===== src/rtl/dmux_pkg.sv =====
// rtl/dmux_pkg.sv - shared constants, state encoding and round-robin picker for the dispatch controller
package dmux_pkg;

    localparam int N_OUT = 8;
    localparam int SEL_W = 3;

    typedef enum logic [1:0] {
        IDLE  = 2'd0,
        ARB   = 2'd1,
        DRIVE = 2'd2
    } state_t;

    // Returns {found, idx}. The search starts at ptr+1 and wraps, so ptr itself
    // has the lowest priority and is only chosen when it is the sole requester.
    // Iterating from farthest to nearest lets the nearest set bit overwrite.
    function automatic logic [SEL_W:0] rr_pick(input logic [SEL_W-1:0] ptr,
                                               input logic [N_OUT-1:0] req);
        logic [SEL_W:0]   res;
        logic [SEL_W-1:0] idx;
        res = '0;
        for (int i = N_OUT; i >= 1; i--) begin
            idx = ptr + SEL_W'(i);
            if (req[idx]) begin
                res = {1'b1, idx};
            end
        end
        return res;
    endfunction

endpackage


===== src/rtl/dmux_dispatch_ctrl_if.sv =====
// rtl/dmux_dispatch_ctrl_if.sv - source/sink bundle between bit source, dispatch controller and destinations
// Signals:
//   in_valid/in_ready/in_data : 1-bit item handshake from the source
//   mode/fixed_sel            : routing policy, sampled at the handshake
//   dst_ready                 : per-destination ready
//   y/y_valid/cur_sel         : routed bit, one-hot strobe, applied select
//   busy/drop                 : controller status, timeout discard pulse
// Modports: slave = controller side, master = source/sink side.
interface dmux_dispatch_ctrl_if;
    import dmux_pkg::*;

    logic             in_valid;
    logic             in_ready;
    logic             in_data;
    logic             mode;
    logic [SEL_W-1:0] fixed_sel;
    logic [N_OUT-1:0] dst_ready;
    logic [N_OUT-1:0] y;
    logic [N_OUT-1:0] y_valid;
    logic [SEL_W-1:0] cur_sel;
    logic             busy;
    logic             drop;

    modport slave (
        input  in_valid, in_data, mode, fixed_sel, dst_ready,
        output in_ready, y, y_valid, cur_sel, busy, drop
    );

    modport master (
        output in_valid, in_data, mode, fixed_sel, dst_ready,
        input  in_ready, y, y_valid, cur_sel, busy, drop
    );

endinterface


===== src/rtl/demux_bf.sv =====
// rtl/demux_bf.sv - combinational 1:8 bit demultiplexer
// Ports: a = data bit, s = select, y = one-hot placement of a (y[s]=a, others 0).
module demux_bf
    import dmux_pkg::*;
(
    input  logic             a,
    input  logic [SEL_W-1:0] s,
    output logic [N_OUT-1:0] y
);

    always_comb begin
        y    = '0;
        y[s] = a;
    end

endmodule


===== src/rtl/dmux_dispatch_ctrl.sv =====
// rtl/dmux_dispatch_ctrl.sv - sequencing controller feeding demux_bf with RR/fixed routing and stall timeout
// Ports: clk, rst (async, active-high), bus (dmux_dispatch_ctrl_if.slave).
// Parameters: HOLD_CYC = DRIVE length in cycles (1..15), TIMEOUT = ARB cycles
// before an item is dropped (0 = wait forever, at most 255).
module dmux_dispatch_ctrl
    import dmux_pkg::*;
#(
    parameter int HOLD_CYC = 1,
    parameter int TIMEOUT  = 15
) (
    input  logic                  clk,
    input  logic                  rst,
    dmux_dispatch_ctrl_if.slave   bus
);

    state_t           state_q, state_d;
    logic             data_q,  data_d;
    logic             mode_q,  mode_d;
    logic [SEL_W-1:0] fsel_q,  fsel_d;
    logic [SEL_W-1:0] sel_q,   sel_d;
    logic [SEL_W-1:0] ptr_q,   ptr_d;
    logic [7:0]       stall_q, stall_d;
    logic [3:0]       hold_q,  hold_d;
    logic [N_OUT-1:0] y_q,     y_d;
    logic             drop_q,  drop_d;

    logic [SEL_W:0]   pick;
    logic             grant;
    logic [SEL_W-1:0] gsel;
    logic [N_OUT-1:0] demux_y;

    assign pick = rr_pick(ptr_q, bus.dst_ready);

    // Fed with the next select so the registered y lines up with y_valid
    // in the first DRIVE cycle rather than one cycle later.
    demux_bf u_demux (
        .a (data_q),
        .s (sel_d),
        .y (demux_y)
    );

    always_comb begin
        state_d = state_q;
        data_d  = data_q;
        mode_d  = mode_q;
        fsel_d  = fsel_q;
        sel_d   = sel_q;
        ptr_d   = ptr_q;
        stall_d = stall_q;
        hold_d  = hold_q;
        drop_d  = 1'b0;
        grant   = 1'b0;
        gsel    = sel_q;

        case (state_q)
            IDLE: begin
                stall_d = '0;
                hold_d  = '0;
                if (bus.in_valid) begin
                    data_d  = bus.in_data;
                    mode_d  = bus.mode;
                    fsel_d  = bus.fixed_sel;
                    state_d = ARB;
                end
            end
            ARB: begin
                if (!mode_q) begin
                    grant = pick[SEL_W];
                    gsel  = pick[SEL_W-1:0];
                end else if (bus.dst_ready[fsel_q]) begin
                    grant = 1'b1;
                    gsel  = fsel_q;
                end
                if (grant) begin
                    sel_d   = gsel;
                    state_d = DRIVE;
                    stall_d = '0;
                    hold_d  = '0;
                end else if ((TIMEOUT != 0) && (int'(stall_q) + 1 >= TIMEOUT)) begin
                    drop_d  = 1'b1;
                    state_d = IDLE;
                    stall_d = '0;
                end else if (stall_q != 8'hFF) begin
                    // Saturates so an unbounded stall never wraps.
                    stall_d = stall_q + 8'd1;
                end
            end
            DRIVE: begin
                if (hold_q == 4'(HOLD_CYC - 1)) begin
                    if (!mode_q) begin
                        ptr_d = sel_q;
                    end
                    hold_d  = '0;
                    state_d = IDLE;
                end else begin
                    hold_d = hold_q + 4'd1;
                end
            end
            default: begin
                state_d = IDLE;
            end
        endcase

        y_d = (state_d == DRIVE) ? demux_y : '0;
    end

    always_ff @(posedge clk or posedge rst) begin
        if (rst) begin
            state_q <= IDLE;
            data_q  <= 1'b0;
            mode_q  <= 1'b0;
            fsel_q  <= '0;
            sel_q   <= '0;
            ptr_q   <= SEL_W'(N_OUT - 1);
            stall_q <= '0;
            hold_q  <= '0;
            y_q     <= '0;
            drop_q  <= 1'b0;
        end else begin
            state_q <= state_d;
            data_q  <= data_d;
            mode_q  <= mode_d;
            fsel_q  <= fsel_d;
            sel_q   <= sel_d;
            ptr_q   <= ptr_d;
            stall_q <= stall_d;
            hold_q  <= hold_d;
            y_q     <= y_d;
            drop_q  <= drop_d;
        end
    end

    assign bus.in_ready = (state_q == IDLE);
    assign bus.busy     = (state_q != IDLE);
    assign bus.y        = y_q;
    assign bus.y_valid  = (state_q == DRIVE) ? (N_OUT'(1) << sel_q) : '0;
    assign bus.cur_sel  = sel_q;
    assign bus.drop     = drop_q;

endmodule


===== src/flat_wrapper.sv =====
// flat-port wrapper written by rule: the top's interface ports become plain ports
module dmux_dispatch_ctrl_flat import dmux_pkg::*;
#(
    parameter int HOLD_CYC = 1,
    parameter int TIMEOUT  = 15
)
  (clk, rst, bus_in_valid, bus_in_data, bus_mode, bus_fixed_sel, bus_dst_ready, bus_in_ready, bus_y, bus_y_valid, bus_cur_sel, bus_busy, bus_drop);
  dmux_dispatch_ctrl_if bus_i ();
  input  logic clk;
  input  logic rst;
  input wire logic [$bits(bus_i.in_valid)-1:0] bus_in_valid;
  input wire logic [$bits(bus_i.in_data)-1:0] bus_in_data;
  input wire logic [$bits(bus_i.mode)-1:0] bus_mode;
  input wire logic [$bits(bus_i.fixed_sel)-1:0] bus_fixed_sel;
  input wire logic [$bits(bus_i.dst_ready)-1:0] bus_dst_ready;
  output wire logic [$bits(bus_i.in_ready)-1:0] bus_in_ready;
  output wire logic [$bits(bus_i.y)-1:0] bus_y;
  output wire logic [$bits(bus_i.y_valid)-1:0] bus_y_valid;
  output wire logic [$bits(bus_i.cur_sel)-1:0] bus_cur_sel;
  output wire logic [$bits(bus_i.busy)-1:0] bus_busy;
  output wire logic [$bits(bus_i.drop)-1:0] bus_drop;
  assign bus_i.in_valid = bus_in_valid;
  assign bus_i.in_data = bus_in_data;
  assign bus_i.mode = bus_mode;
  assign bus_i.fixed_sel = bus_fixed_sel;
  assign bus_i.dst_ready = bus_dst_ready;
  assign bus_in_ready = bus_i.in_ready;
  assign bus_y = bus_i.y;
  assign bus_y_valid = bus_i.y_valid;
  assign bus_cur_sel = bus_i.cur_sel;
  assign bus_busy = bus_i.busy;
  assign bus_drop = bus_i.drop;
  dmux_dispatch_ctrl #(.HOLD_CYC(HOLD_CYC), .TIMEOUT(TIMEOUT)) u_core (.clk(clk), .rst(rst), .bus(bus_i));
endmodule

===== config.mk =====
export PLATFORM = sky130hd
export DESIGN_NAME = dmux_dispatch_ctrl_flat
export DESIGN_NICKNAME = d
export VERILOG_FILES = /design/src/rtl/dmux_pkg.sv /design/src/rtl/dmux_dispatch_ctrl_if.sv /design/src/rtl/demux_bf.sv /design/src/rtl/dmux_dispatch_ctrl.sv /design/src/flat_wrapper.sv
export SDC_FILE = /design/constraint.sdc
export NUM_CORES = 1
export LEC_CHECK = 0
export BUFFER_PORTS_ARGS = -buffer_cell sky130_fd_sc_hd__buf_2
export CORE_AREA = 2 2 80 67
export CTS_CLUSTER_DIAMETER = 120
export DETAILED_ROUTE_END_ITERATION = 10
export DIE_AREA = 0 0 82 69
export GPL_TIMING_DRIVEN = 1
export PLACE_DENSITY = 0.87
export SLEW_MARGIN = 30
export SYNTH_ARGS = -nofsm -noshare
export SYNTH_HDL_FRONTEND = slang
export SYNTH_SLANG_ARGS = --single-unit

===== constraint.sdc =====
create_clock -name clk -period 5.4 [get_ports clk]
set_input_delay 0.27 -clock clk [delete_from_list [all_inputs] [get_ports clk]]
set_output_delay 0.27 -clock clk [all_outputs]
set_load 0.01 [all_outputs]

==> impl_results.md <==
* Status: complete, no violations
* Die width at 82 µm
* Initial core utilization at 0.5600
* CP Data Arrival Time at around 4.6 ns
* Antenna violations before repair at 0
* Fin Clk Skew at 0.009894 ns
* Relative slew slack at 0.5624
* Max VDD drop at 453.7 µV
* P per Cell Area at 595.3 nW/µm²
* CTS sink cnt at 34
* Final max-slew violation count at 0
* CTS resizes at 0
* Cell area after synthesis at 2708 µm²
* Syn Inst Count at 280
* Final TNS setup at 0 ns
* Final setup violation count at 0
* Global-route wire length before repair at 10.96 mm
* CP startpoint kind: flip-flop
* Vias in the first global route at 2255
* CP Capture Type: flip-flop
* Setup bufs post-CTS at 0
* Post-CTS Hold Buffers at 0
* Core Area at 4835 µm²
* Worst skew pair latency at approximately 0.28 ns
* Detailed Route WL at 6.446 mm
* Die area at ~5700 µm²
* CTS root buffer: clkbuf_8
* Synth unique cells at 59
* Initial DRC Count at 281
* Area added between synthesis and finish at 11.97%
* Top FF cell, synth: dfrtp_1
* FF+latch count, synth at 34
* Min Tclk post-route at around 4.4 ns
* Hold WC Path Type: input pin to asynchronous set/reset pin
* Leakage dissipation at 1.345 nW
* Global-route usage over all layers at 0.2474
* Tcrit/Tclk final at 0.8169
* Tot Pwr at 1.805 mW
* Max-Cap Viols at 0
* Crit-path max FO at 21
* Mapped Avg Cell Area at 9.670 µm²
* Post-Syn Nets at 302
* Util after Layout at 0.6271
* I/O pin count at 38
* Maximum clock frequency at approximately 0.23 GHz
* Fin. Hold Viols at 0
* TritonCTS clock tree: done
* Rows at 23
* Diode count at 0
* Max clock buf depth at 2
* Post-synth EDFFs at 0
* Most frequent cells in the layout: 37 x buf_2, 31 x dfrtp_1, 30 x nand2_1
* Total grt overflow at 0
* R2r setup slk at about 1 ns
* Placer congestion estimate at about 0.90
* CP Data Required Time at around 5.6 ns
* 1st-pass router iterations at 4
* Die H at 69 µm
* Antenna-violating nets left at 0
* Vias/cell at 6.368
* Worst reg2reg endpoint: u_core.bus.y[1]
* CTS clock-pin slew for the worst setup and hold paths at around 0.070 ns
* Fraction of layout cells with a size suffix above 1 at 0.2588
* Net count, final at 335
* DP Wirelength at 4.784 mm
* Routed length per instance at 17.19 µm
* Worst reg2reg startpoint: u_core.ptr_q[0]
* Largest net degree at the start of global routing at 35
* DRC viols at 0
* Yosys warns at 0
* Total CTS buffers at 5
* Slew @ Worst Pin at around 0.65 ns
* Sequential area share after synthesis at 0.3156
* Vias post-DR at 2388
* WS Path Type: flip-flop to flip-flop
* H-tree Lvls at 2
* R2R depth at 10
* RSZ-0062 raised after global routing: false
* Port Buffer Count at 37
* Synth async-reset ratio at 1.000
* Most common cell after layout, fill and taps aside: buf_2
## layout make-up
class,count,area (µm²)
clock inverter,1,30.03
clock buffer,6,82.58
multi-input combinational,216,1727
tap,62,77.57
sequential,34,854.6
fill,405,1803
inverter,18,67.56
timing repair buffer,38,192.7
## metrics by stage
step,area (µm²),std cells,setup WS [ns],hold slack (ns)
after floorplan,2708,280,1.455,0.3868
after global placement,2919,368,1.129,0.3734
after detailed placement,2919,368,1.004,0.3824
after CTS,3032,375,0.9920,0.08647
after global routing,3032,375,0.6009,0.1127
final,3032,375,0.9886,0.06947
## cells in the mapped netlist, types with 4 or more instances
master | n | area (µm²)
dfrtp_1 | 31 | 775.7
nand2_1 | 30 | 112.6
o21ai_0 | 20 | 100.1
inv_1 | 17 | 63.81
nor2_1 | 16 | 60.06
mux2i_1 | 13 | 130.1
mux4_2 | 13 | 292.8
nand3_1 | 12 | 60.06
mux2_2 | 10 | 112.6
nor3_1 | 9 | 45.04
clkbuf_1 | 8 | 30.03
and2_1 | 7 | 43.79
ha_1 | 6 | 75.07
nand2b_1 | 6 | 37.54
a21oi_1 | 5 | 25.02
nor2b_1 | 4 | 25.02
nor4_1 | 4 | 25.02
o21a_1 | 4 | 30.03
## routing by layer
layer  vias to the layer above  track usage  wire (µm)
met1                      1156       0.3796       2917
met5                         -            0          0
met4                         0      0.05185         61
met3                        10      0.05236        570
li1                       1103            -          -
met2                       119       0.3604       2897
## report_power, final
part / internal (mW) / leakage (nW) / switching (mW)
Sequential: 0.321 / 0.446 / 0.134
Clock: 0.148 / 0.0573 / 0.0874
Combinational: 0.497 / 0.842 / 0.618
Total: 0.966 / 1.35 / 0.839
## logic make-up after synthesis
kind of cell,count (synthesis),share of synthesized area
buffers and inverters,30,0.04667
and+or+nand+nor,107,0.2075
adders and majority gates,6,0.02773
AOI/OAI and AO/OA,59,0.1594
xor gates and xnor gates,5,0.01618
muxes,39,0.2269
DFF,34,0.3156
## worst max-delay path, stage by stage, from the launching register on
cell and delay, ns:
dfstp_2 0.81, clkinv_1 0.36, ha_1 0.77, mux4_2 0.46, or4_4 0.52, o32ai_4 0.36, nand3b_1 0.16, a31o_2 0.14
o211ai_4 0.11, or4_4 0.54, nor2_1 0.10
## flip-flops by register name, indices dropped and copies added (netlist names)
register,cells
u_core.bus.cur_sel,3
u_core.bus.drop,1
u_core.bus.y,8
u_core.data_q,1
u_core.fsel_q,3
u_core.hold_q,4
u_core.mode_q,1
u_core.ptr_q,3
u_core.stall_q,8
u_core.state_q,2
## how the worst max path moves through the flow
stage	from	to	slack (ns)	cells past startpoint
after floorplan	u_core.ptr_q[0]	u_core.bus.y[3]	1.45	14
after global placement	u_core.ptr_q[0]	u_core.bus.y[3]	1.13	10
after detailed placement	u_core.ptr_q[0]	u_core.bus.y[6]	1.00	9
after CTS	u_core.ptr_q[0]	u_core.bus.y[1]	0.99	10
after global routing	u_core.ptr_q[0]	u_core.bus.y[2]	0.60	10
final	u_core.ptr_q[0]	u_core.bus.y[1]	0.99	10
No activity file was read; power rests on OpenSTA's default activity.
